File: src/rtl/gb_cpu_io_responder.sv
// CPU-side I/O responder: interrupt flag (IF), interrupt enable (IE) and HRAM,
// with zero-latency reads and edge-detected interrupt requests.
module gb_cpu_io_responder #(
   parameter int IF_UNUSED_ONES = 1
) (
   input  logic        clk,
   input  logic        reset,
   input  logic [15:0] addr_i,
   input  logic [7:0]  data_i,
   input  logic        wr_en_i,
   output logic [7:0]  data_o,
   output logic        sel_o,
   input  logic [4:0]  irq_i,
   input  logic        clear_interrupt_flag_i,
   output logic [7:0]  reg_IF_o,
   output logic [7:0]  reg_IE_o
);

   localparam logic [2:0] IF_PAD = (IF_UNUSED_ONES != 0) ? 3'b111 : 3'b000;

   logic [4:0] if_reg;
   logic [4:0] if_next;
   logic [7:0] ie_reg;
   logic [4:0] irq_prev_reg;
   logic [7:0] hram_mem [0:127];

   logic       hit_if;
   logic       hit_ie;
   logic       hit_hram;
   logic       wr_if;
   logic       wr_ie;
   logic       wr_hram;
   logic [4:0] edge_mask;
   logic [4:0] clr_mask;
   logic [4:0] pending_below;

   // 0xFFFF shares the HRAM page but belongs to IE, so it is carved out here.
   assign hit_if   = (addr_i == 16'hFF0F);
   assign hit_ie   = (addr_i == 16'hFFFF);
   assign hit_hram = (addr_i[15:7] == 9'h1FF) && (addr_i[6:0] != 7'h7F);
   assign sel_o    = hit_if | hit_ie | hit_hram;

   assign wr_if   = wr_en_i & hit_if;
   assign wr_ie   = wr_en_i & hit_ie;
   assign wr_hram = wr_en_i & hit_hram;

   assign edge_mask = irq_i & ~irq_prev_reg;

   // Priority chain: a bit is cleared only if no lower-numbered flag is pending.
   assign pending_below[0] = 1'b0;
   generate
      for (genvar gi = 1; gi < 5; gi++) begin : g_below
         assign pending_below[gi] = pending_below[gi-1] | if_reg[gi-1];
      end
      for (genvar gi = 0; gi < 5; gi++) begin : g_clr
         assign clr_mask[gi] = clear_interrupt_flag_i & if_reg[gi] & ~pending_below[gi];
      end
   endgenerate

   assign if_next = ((wr_if ? data_i[4:0] : if_reg) & ~clr_mask) | edge_mask;

   always_ff @(posedge clk) begin
      if (reset) begin
         if_reg       <= 5'd0;
         ie_reg       <= 8'h00;
         irq_prev_reg <= irq_i;
      end else begin
         if_reg       <= if_next;
         irq_prev_reg <= irq_i;
         if (wr_ie) begin
            ie_reg <= data_i;
         end
      end
   end

   // HRAM has no reset so that its contents survive a mid-operation reset.
   always_ff @(posedge clk) begin
      if (!reset && wr_hram) begin
         hram_mem[addr_i[6:0]] <= data_i;
      end
   end

   always_comb begin
      data_o = 8'hFF;
      if (hit_if) begin
         data_o = {IF_PAD, if_reg};
      end else if (hit_ie) begin
         data_o = ie_reg;
      end else if (hit_hram) begin
         data_o = hram_mem[addr_i[6:0]];
      end
   end

   assign reg_IF_o = {3'b000, if_reg};
   assign reg_IE_o = ie_reg;

endmodule

File: config.mk
export PLATFORM = sky130hd
export DESIGN_NAME = gb_cpu_io_responder
export DESIGN_NICKNAME = d
export VERILOG_FILES = /design/src/rtl/gb_cpu_io_responder.sv
export SDC_FILE = /design/constraint.sdc
export NUM_CORES = 1
export LEC_CHECK = 0
export BUFFER_PORTS_ARGS = -buffer_cell sky130_fd_sc_hd__buf_2
export CORE_AREA = 2 2 285 287
export CTS_BUF_LIST = sky130_fd_sc_hd__clkbuf_4
export CTS_CLUSTER_SIZE = 40
export DETAILED_ROUTE_END_ITERATION = 10
export DIE_AREA = 0 0 287 289
export PLACE_DENSITY = 0.67
export SETUP_SLACK_MARGIN = 0.3
export SYNTH_ARGS = -nofsm -noshare
export SYNTH_HDL_FRONTEND = slang
export SYNTH_SLANG_ARGS = --single-unit
File: constraint.sdc
create_clock -name clk -period 4.04 [get_ports clk]
set_clock_uncertainty 0.15 [all_clocks]
set_input_delay 0.808 -clock clk [delete_from_list [all_inputs] [get_ports clk]]
set_output_delay 0.808 -clock clk [all_outputs]
set_load 0.01 [all_outputs]
==> key figures, run 1 <==
Run status
  • Run status: finished, violations left
  • Failing checks: setup timing

Worst setup path
  • Launching point of the worst reg2reg path: if_reg[0]
  • Number of buffer and inverter stages on the critical path: 6
  • Cells on worst reg2reg path: 5
  • Slowest stage cell on the critical path: sky130_fd_sc_hd__o22ai_1
  • Worst endpoint required time: 3.08 ns
  • Critical path's most frequent cell: sky130_fd_sc_hd__buf_12
  • Endpoint of the worst setup timing path: data_o[1]
  • List of cells traversed by the critical path: buf_8, buf_12, buf_4, nor2b_4, buf_12, buf_12, a221oi_1, o22a_1, o22ai_1, nor3_4, nand4_1, o221a_2, buf_6
  • Reg2reg setup slack: around 2.4 ns
  • Gate family responsible for the most delay along the worst path: compound AO/OA/AOI/OAI gates
  • Critical path class: in -> out
  • Critical path arrival: just under 4 ns
  • Peak per-stage delay on the critical path: about 0.56 ns
  • Critical register-to-register path endpoint: if_reg[1]
  • Startpoint of the worst setup timing path: addr_i[0]
  • Launching element type of the critical path: input pin
  • Critical Path End Type: primary output
  • Largest driver fanout on the critical path: 19
  • Stages on worst setup path: 13

Global routing
  • Global-route wire length before repair: approximately 180,000 um
  • Number of antenna violations at the first check in global routing: 4
  • Gr ovfl total: 0
  • Vias in the first global route: about 27,000
  • Maximum number of pins on one net before global-route repair: between 90 and 100
  • Total global-route track usage: a little under a third

Synthesis
  • Synthesized cell area: about 0.041 sq mm
  • EDFF count, synth: approximately 1,000
  • Number of synthesis warnings: 0
  • Yosys reg bits: about 1,000
  • Share of async-settable or async-resettable flops after synthesis: 0%
  • Portion of the post-synthesis area used by sequential elements: 75.6%
  • Post-synth cell types: 75
  • Flip-flop cell with the highest count after synthesis: sky130_fd_sc_hd__edfxtp_1
  • Syn Area/Cell: approximately 17 sq um
  • Number of instances in the synthesized netlist: 2,386

Placed design
  • Cell count after placement: 3,882
  • Detailed-placement wirelength estimate: roughly 85,000 um
  • Placer Congestion: 0.936
  • Total of buffers placed on input and output ports: 54

Timing
  • Final setup viols: 8
  • Count of final hold-check violations: 0
  • Shortest period the worst path allows: roughly 4.8 ns
  • Worst-case headroom to the max-slew limit: 21.6%
  • Worst Max-Slew Pin Slew: 1.18 ns
  • Least setup slack across all paths after layout: -0.783 ns
  • Minimum hold slack: 0.105 ns
  • Unrepaired setup endpoints after global routing: yes
  • Peak clock frequency supported by timing: 207 MHz
  • Final count of pins violating max slew: 0
  • Share of the cycle needed by the critical path after routing: 119%

Drt
  • Routed WL per cell: just under 30 um
  • Drt drc: 0
  • Detailed Route Iter0 Violations: ~3,600
  • Number of nets still failing antenna checks after routing: 0
  • Detailed Route WL: approximately 130,000 um
  • Average via count per standard cell: between 6 and 7
  • Total number of vias: roughly 27,000
  • First-pass detailed-route iteration total: 6

Layout
  • Share of cells above drive strength 1: 37.3%
  • Area Growth Syn to Fin: 22.9%
  • Post-layout instance count excluding filler cells: ~4,400
  • Flip-flop count of the largest register, all copies and words added: between 1,000 and 1,500
  • Final layout net count: 3,152
  • End-of-flow core utilization: between 60% and 70%
  • Fillcell total: approximately 5,800

Floorplan
  • Floorplan core area: 0.0799 sq mm
  • Initial Utilization: between 50% and 60%
  • I/O pin cnt: 58
  • Row cnt: ~100
  • Area of the die: 0.0829 sq mm
  • Die height: ~290 um
  • Width of the die: 287 um

Flow run
  • Max-cap violation count: 0

Clock network
  • Clock transition time at the flip-flop clock pins of the worst setup and hold paths: roughly 0.070 ns
  • Inserted Clock Buffers: between 200 and 300
  • CTS Sinks: 1,041
  • Worst-case clock buffer depth: 4
  • Clock tree from TritonCTS: built
  • Root buffer cell: sky130_fd_sc_hd__clkbuf_4
  • Clock H-tree levels: 5
  • Clock latency on the worst-skew pair: between 1 and 1.5 ns

Worst hold path
  • Hold crit path type: in -> reg
  • Number of cells on the worst hold path: 1

Power
  • Standby leakage power: between 15 and 20 nW
  • Power per cell area: 440 mW/mm^2
  • Worst voltage drop across the vdd grid: approximately 0.0003 V
## metrics by stage
step                      worst slack (ns)  power, mW  cell area [sq um]  setup TNS, ns
after global placement              -0.714       13.5              46600          -3.45
after CTS                           -0.797       22.3              50300          -3.74
final                               -0.783       22.2              50500          -3.12
after detailed placement            -0.737       13.5              46600          -3.43
after floorplan                      0.568       12.7              41100              0
after global routing                -0.787       23.0              50500          -3.77
## Yosys cell counts (all sizes together) (52+ instances only)
library cell / n / area share [%]
a22oi: 53 / 0.97
mux2i: 100 / 2.4
nand2: 91 / 0.83
clkbuf: 52 / 0.47
o21ai: 67 / 0.82
a21oi: 72 / 0.88
mux4: 69 / 3.8
nor2: 203 / 1.9
a221oi: 128 / 2.8
buf: 116 / 1.8
mux2: 75 / 2.1
edfxtp: 1023 / 75
## cell families (layout without fill, tap and decap cells)
family	Yosys count	after routing	share of synthesized area [%]
compound gates	503	503	9.19
buf+inv	176	1075	2.30
flops	1041	1041	75.6
mux	244	244	8.29
other cells	1	17	0.00913
simple gates	421	421	4.58
## report_power, final
part / internal, mW / switching [mW]
clock network: 4.70 / 4.14
logic: 0.574 / 0.932
registers: 11.9 / 0.00713
## cells in the final DEF (no fill, tap or decap), drive strengths merged, types with 67 or more instances in the layout
master / count
edfxtp: 1023
buf: 598
clkbuf: 392
nor2: 203
a221oi: 128
mux2i: 100
nand2: 91
mux2: 75
a21oi: 72
mux4: 69
o21ai: 67
## timing repair
action | 4_1_cts | 5_1_grt
hold buffers | 10 | 0
pin swaps | 24 | 19
buffers inserted | 2 | 1
gates cloned | 0 | 0
resized for setup | 57 | 34
endpoints found under the setup margin | 8 | 8
endpoints found under the hold margin | 31 | 0
## worst min-delay path by stage
| stage | from | to | slack [ns] |
|---|---|---|---|
| floorplan | irq_prev_reg[0] | if_reg[0] | 0.31 |
| global placement | irq_prev_reg[4] | if_reg[4] | 0.33 |
| detailed placement | irq_prev_reg[3] | if_reg[3] | 0.33 |
| CTS | data_i[2] | hram_mem[44][2] | 0.03 |
| global route | data_i[2] | hram_mem[127][2] | 0.07 |
| finish | data_i[2] | hram_mem[127][2] | 0.11 |
## layout make-up
class / count / area [sq um] / area share, %
repair buffers: 608 / 5130 / 10.2
clock inverters: 67 / 369 / 0.731
diodes: 7 / 17.5 / 0.0347
clock buffers: 392 / 2940 / 5.83
well taps: 1060 / 1330 / 2.63
flip-flops and latches: 1041 / 31100 / 61.6
inverters: 8 / 31.3 / 0.0620
multi-input cells: 1178 / 9590 / 19.0
## metal layers
layer	GRT usage, %	vias up	part of all wire, %
li1	-	11377	-
met2	47.1	1870	46
met5	0	-	0.010
met4	13.1	2	3.7
met3	8.48	258	12
met1	42.7	13653	38
No activity file was read; power rests on OpenSTA's default activity.
==> run 2, diff against run 1 <==
- ABC_AREA: unset -> 1
- CORE_AREA: 2 2 285 287 -> 2 2 292 294
- DIE_AREA: 0 0 287 289 -> 0 0 294 296
- clock period: 4.04 -> 5 ns (I/O delays scaled with it)
==> run 2 against run 1 <==
  * The run now ends clean
  * Synthesized cell count rose by 70%
  * Via count rose by 13%
  * Clock power decreased by 16%
  * Non-clock buffer count shrank 315
  * First-iteration DRC count down 7.8%
  * Final cell count increased by 31%
  * Largest power group unchanged
  * Highest routed layer is now met4
==> key figures, run 2 <==
Drt
  • Average via count per standard cell: 5.36
  • Number of nets still failing antenna checks after routing: 0
  • Total number of vias: 30,702
  • Drt drc: 0
  • First-pass detailed-route iteration total: 6
  • Routed WL per cell: 20.2 um
  • Detailed Route Iter0 Violations: 3,347
  • Detailed Route WL: roughly 120,000 um

Worst hold path
  • Number of cells on the worst hold path: 4
  • Min-Delay Endpoint: if_reg[0]
  • Hold crit path type: in -> reg
  • Hold path start: clear_interrupt_flag_i

Power
  • Power per cell area: between 300 and 400 mW/mm^2
  • Portion of total power attributed to the clock network: around 40%
  • Standby leakage power: around 20 nW
  • Pint: between 10 and 15 mW
  • Switching portion of total power: roughly 23%
  • Part of the power in registers: between 50% and 60%
  • Relative contribution of combinational cells to total power: under 10%
  • Worst voltage drop across the vdd grid: ~0.00026 V
  • Switching power summed over all nets: ~4.2 mW

Run status
  • Run status: finished clean

Clock network
  • Clock transition time at the flip-flop clock pins of the worst setup and hold paths: approximately 0.06 ns
  • Inserted Clock Buffers: ~290
  • Clock H-tree levels: 5
  • CTS Sinks: approximately 1,000
  • Worst-case clock buffer depth: 4
  • Root buffer cell: sky130_fd_sc_hd__clkbuf_4
  • Clock latency on the worst-skew pair: 1.08 ns
  • Clock tree from TritonCTS: built

Floorplan
  • Width of the die: 294 um
  • Initial Utilization: 51.5%
  • I/O pin cnt: 58
  • Floorplan core area: roughly 0.084 sq mm
  • Area of the die: 0.0870 sq mm
  • Die height: 296 um
  • Row cnt: 107

Worst setup path
  • Launching element type of the critical path: input pin
  • Critical Path End Type: primary output
  • Critical path class: in -> out
  • Worst endpoint required time: ~3.9 ns
  • Reg2reg setup slack: 3.73 ns
  • Largest driver fanout on the critical path: 23
  • Cells on worst reg2reg path: 6
  • Launching point of the worst reg2reg path: if_reg[0]
  • Critical path arrival: roughly 3.4 ns
  • Critical register-to-register path endpoint: if_reg[3]

Layout
  • Area Growth Syn to Fin: 15.2%
  • Flip-flop count of the largest register, all copies and words added: slightly above 1,000
  • Fillcell total: roughly 6,900
  • Final instance area: around 0.05 sq mm
  • Commonest cells after routing, fill and taps aside: 1,874 x sky130_fd_sc_hd__nand2_1, 1,023 x sky130_fd_sc_hd__edfxtp_1, 428 x sky130_fd_sc_hd__clkbuf_4
  • End-of-flow core utilization: 59.3%
  • Final layout net count: around 4,500
  • Share of cells above drive strength 1: 17.6%
  • Most common library cell in the layout ignoring fill and taps: sky130_fd_sc_hd__nand2_1

Synthesis
  • Syn Area/Cell: roughly 11 sq um
  • Post-synthesis compound-gate area fraction: between 3 and 4%
  • Top cells by area in the synthesized netlist: sky130_fd_sc_hd__edfxtp_1 71%, sky130_fd_sc_hd__nand2_1 16%, sky130_fd_sc_hd__nor2_1 3.5%, sky130_fd_sc_hd__o21ai_0 1.7%, sky130_fd_sc_hd__clkbuf_1 1.2%
  • Adder-cell share of the synthesized area: 0%
  • Number of synthesis warnings: 0
  • Flip-flop cell with the highest count after synthesis: sky130_fd_sc_hd__edfxtp_1
  • Post-synth cell types: 40
  • Leading area contributor after synthesis: sky130_fd_sc_hd__edfxtp_1
  • Yosys reg bits: 1,041
  • Post-synthesis mux area share: less than 1%
  • EDFF count, synth: 1,023
  • Parity-gate share of the synthesized area counting xor and xnor cells: 0%
  • Synthesized cell area: 0.0433 sq mm
  • Most instantiated library cell after synthesis: sky130_fd_sc_hd__nand2_1
  • Share of async-settable or async-resettable flops after synthesis: 0%
  • Portion of the post-synthesis area used by sequential elements: a little under three quarters
  • Synth cell count leaders: 1,875 x sky130_fd_sc_hd__nand2_1, 1,023 x sky130_fd_sc_hd__edfxtp_1, 403 x sky130_fd_sc_hd__nor2_1
  • Area fraction in and, or, nand and nor cells after synthesis: a little over a fifth
  • Area share of the largest cell type after synthesis: 70.9%
  • Number of instances in the synthesized netlist: approximately 4,000
  • Main combinational cell family by area after synthesis: simple AND/OR/NAND/NOR gates

Timing
  • Final setup viols: 0
  • Final setup TNS: 0 ns
  • Shortest period the worst path allows: 4.59 ns
  • Peak clock frequency supported by timing: about 220 MHz
  • Share of the cycle needed by the critical path after routing: between 90% and 100%
  • Final count of pins violating max slew: 0
  • Minimum hold slack: between 0.1 and 0.15 ns
  • Unrepaired setup endpoints after global routing: no
  • Worst-case headroom to the max-slew limit: 27.4%
  • Worst Max-Slew Pin Slew: roughly 1.1 ns
  • Count of final hold-check violations: 0

Global routing
  • Global Route met3 Usage: ~5.3%
  • Global routing met2 resource utilization: roughly 43%
  • Gr ovfl total: 0
  • Met1 capacity usage during global routing: between 30% and 40%
  • Vias in the first global route: around 30,000
  • Maximum number of pins on one net before global-route repair: roughly 110
  • Number of antenna violations at the first check in global routing: 6
  • Total global-route track usage: 26.6%
  • Most congested layer reported by global routing: met2
  • Global-route wire length before repair: 173,000 um

Placed design
  • Detailed-placement wirelength estimate: roughly 70,000 um
  • Area of placed instances: approximately 0.046 sq mm
  • Total of buffers placed on input and output ports: 54
  • Placer Congestion: ~0.9

Flow run
  • Max-cap violation count: 0
## run 2: power by group through the flow
stage	sequential [mW]	combinational [mW]	clock (mW)
2_1_floorplan	9.78	0.529	0
3_3_place_gp	9.78	1.02	0
3_5_place_dp	9.78	1.03	0
4_1_cts	9.59	1.03	7.55
5_1_grt	9.58	1.14	8.01
6_report	9.59	1.05	7.41
## run 2: worst max-delay path by stage
stage	start	endpoint	slack (ns)	cells past startpoint
after floorplan	addr_i[0]	data_o[1]	1.28	13
after global placement	addr_i[2]	data_o[1]	0.27	16
after detailed placement	addr_i[2]	data_o[1]	0.27	16
after CTS	addr_i[0]	data_o[4]	0.38	17
after global routing	addr_i[0]	data_o[5]	0.32	17
final	addr_i[0]	data_o[6]	0.41	14
## run 2: metrics by stage
stage	worst slack (ns)	total power, mW	cells
finish	0.406	18.1	5724
global route	0.318	18.7	5723
CTS	0.377	18.2	5718
detailed placement	0.270	10.8	5237
global placement	0.272	10.8	5237
floorplan	1.28	10.3	4055
## run 2: area by class of cell
type | count | area [sq um] | area share (%)
repair buffers | 293 | 2430 | 4.87
flip-flops and latches | 1041 | 31100 | 62.3
multi-input cells | 2704 | 11000 | 22.1
diodes | 5 | 12.5 | 0.0251
clock buffers | 428 | 3210 | 6.44
well taps | 1090 | 1360 | 2.73
inverters | 114 | 464 | 0.930
clock inverters | 48 | 270 | 0.542
repair inverters | 1 | 11.3 | 0.0226
## run 2: cell families (layout without fill, tap and decap cells)
kind of cell           Yosys count  in the layout
AOI/OAI and AO/OA              284            284
buffers and inverters          310            884
DFF                           1041           1041
muxes                            1              1
other                            1             15
and+or+nand+nor               2409           2409
## run 2: worst max-delay path, stage by stage
cell and delay, ns:
sky130_fd_sc_hd__buf_12 0.19, sky130_fd_sc_hd__clkinv_16 0.17, sky130_fd_sc_hd__buf_4 0.24, sky130_fd_sc_hd__nand2_1 0.09, sky130_fd_sc_hd__nand2_1 0.06, sky130_fd_sc_hd__nand2_1 0.08
sky130_fd_sc_hd__a21oi_1 0.07, sky130_fd_sc_hd__o21ai_0 0.41, sky130_fd_sc_hd__nand2_1 0.11, sky130_fd_sc_hd__o21ai_0 0.41, sky130_fd_sc_hd__nand3_1 0.26, sky130_fd_sc_hd__nand2_1 0.12
sky130_fd_sc_hd__nand2_1 0.06, sky130_fd_sc_hd__buf_2 0.14
## run 2: layer usage
layer | wire, um | vias to the layer above
met2 | 55600 | 1402
met5 | 0 | -
met4 | 3710 | 0
met3 | 9690 | 253
met1 | 46800 | 14651
li1 | - | 14396
## run 2: timing repair
| item | CTS | global route |
|---|---|---|
| endpoints found under the hold margin | 10 | 0 |
| gates cloned | 0 | 1 |
| gates resized for setup | 2 | 6 |
| setup endpoints to repair | 2 | 3 |
| hold buffers | 5 | 0 |
| buffers inserted | 0 | 0 |
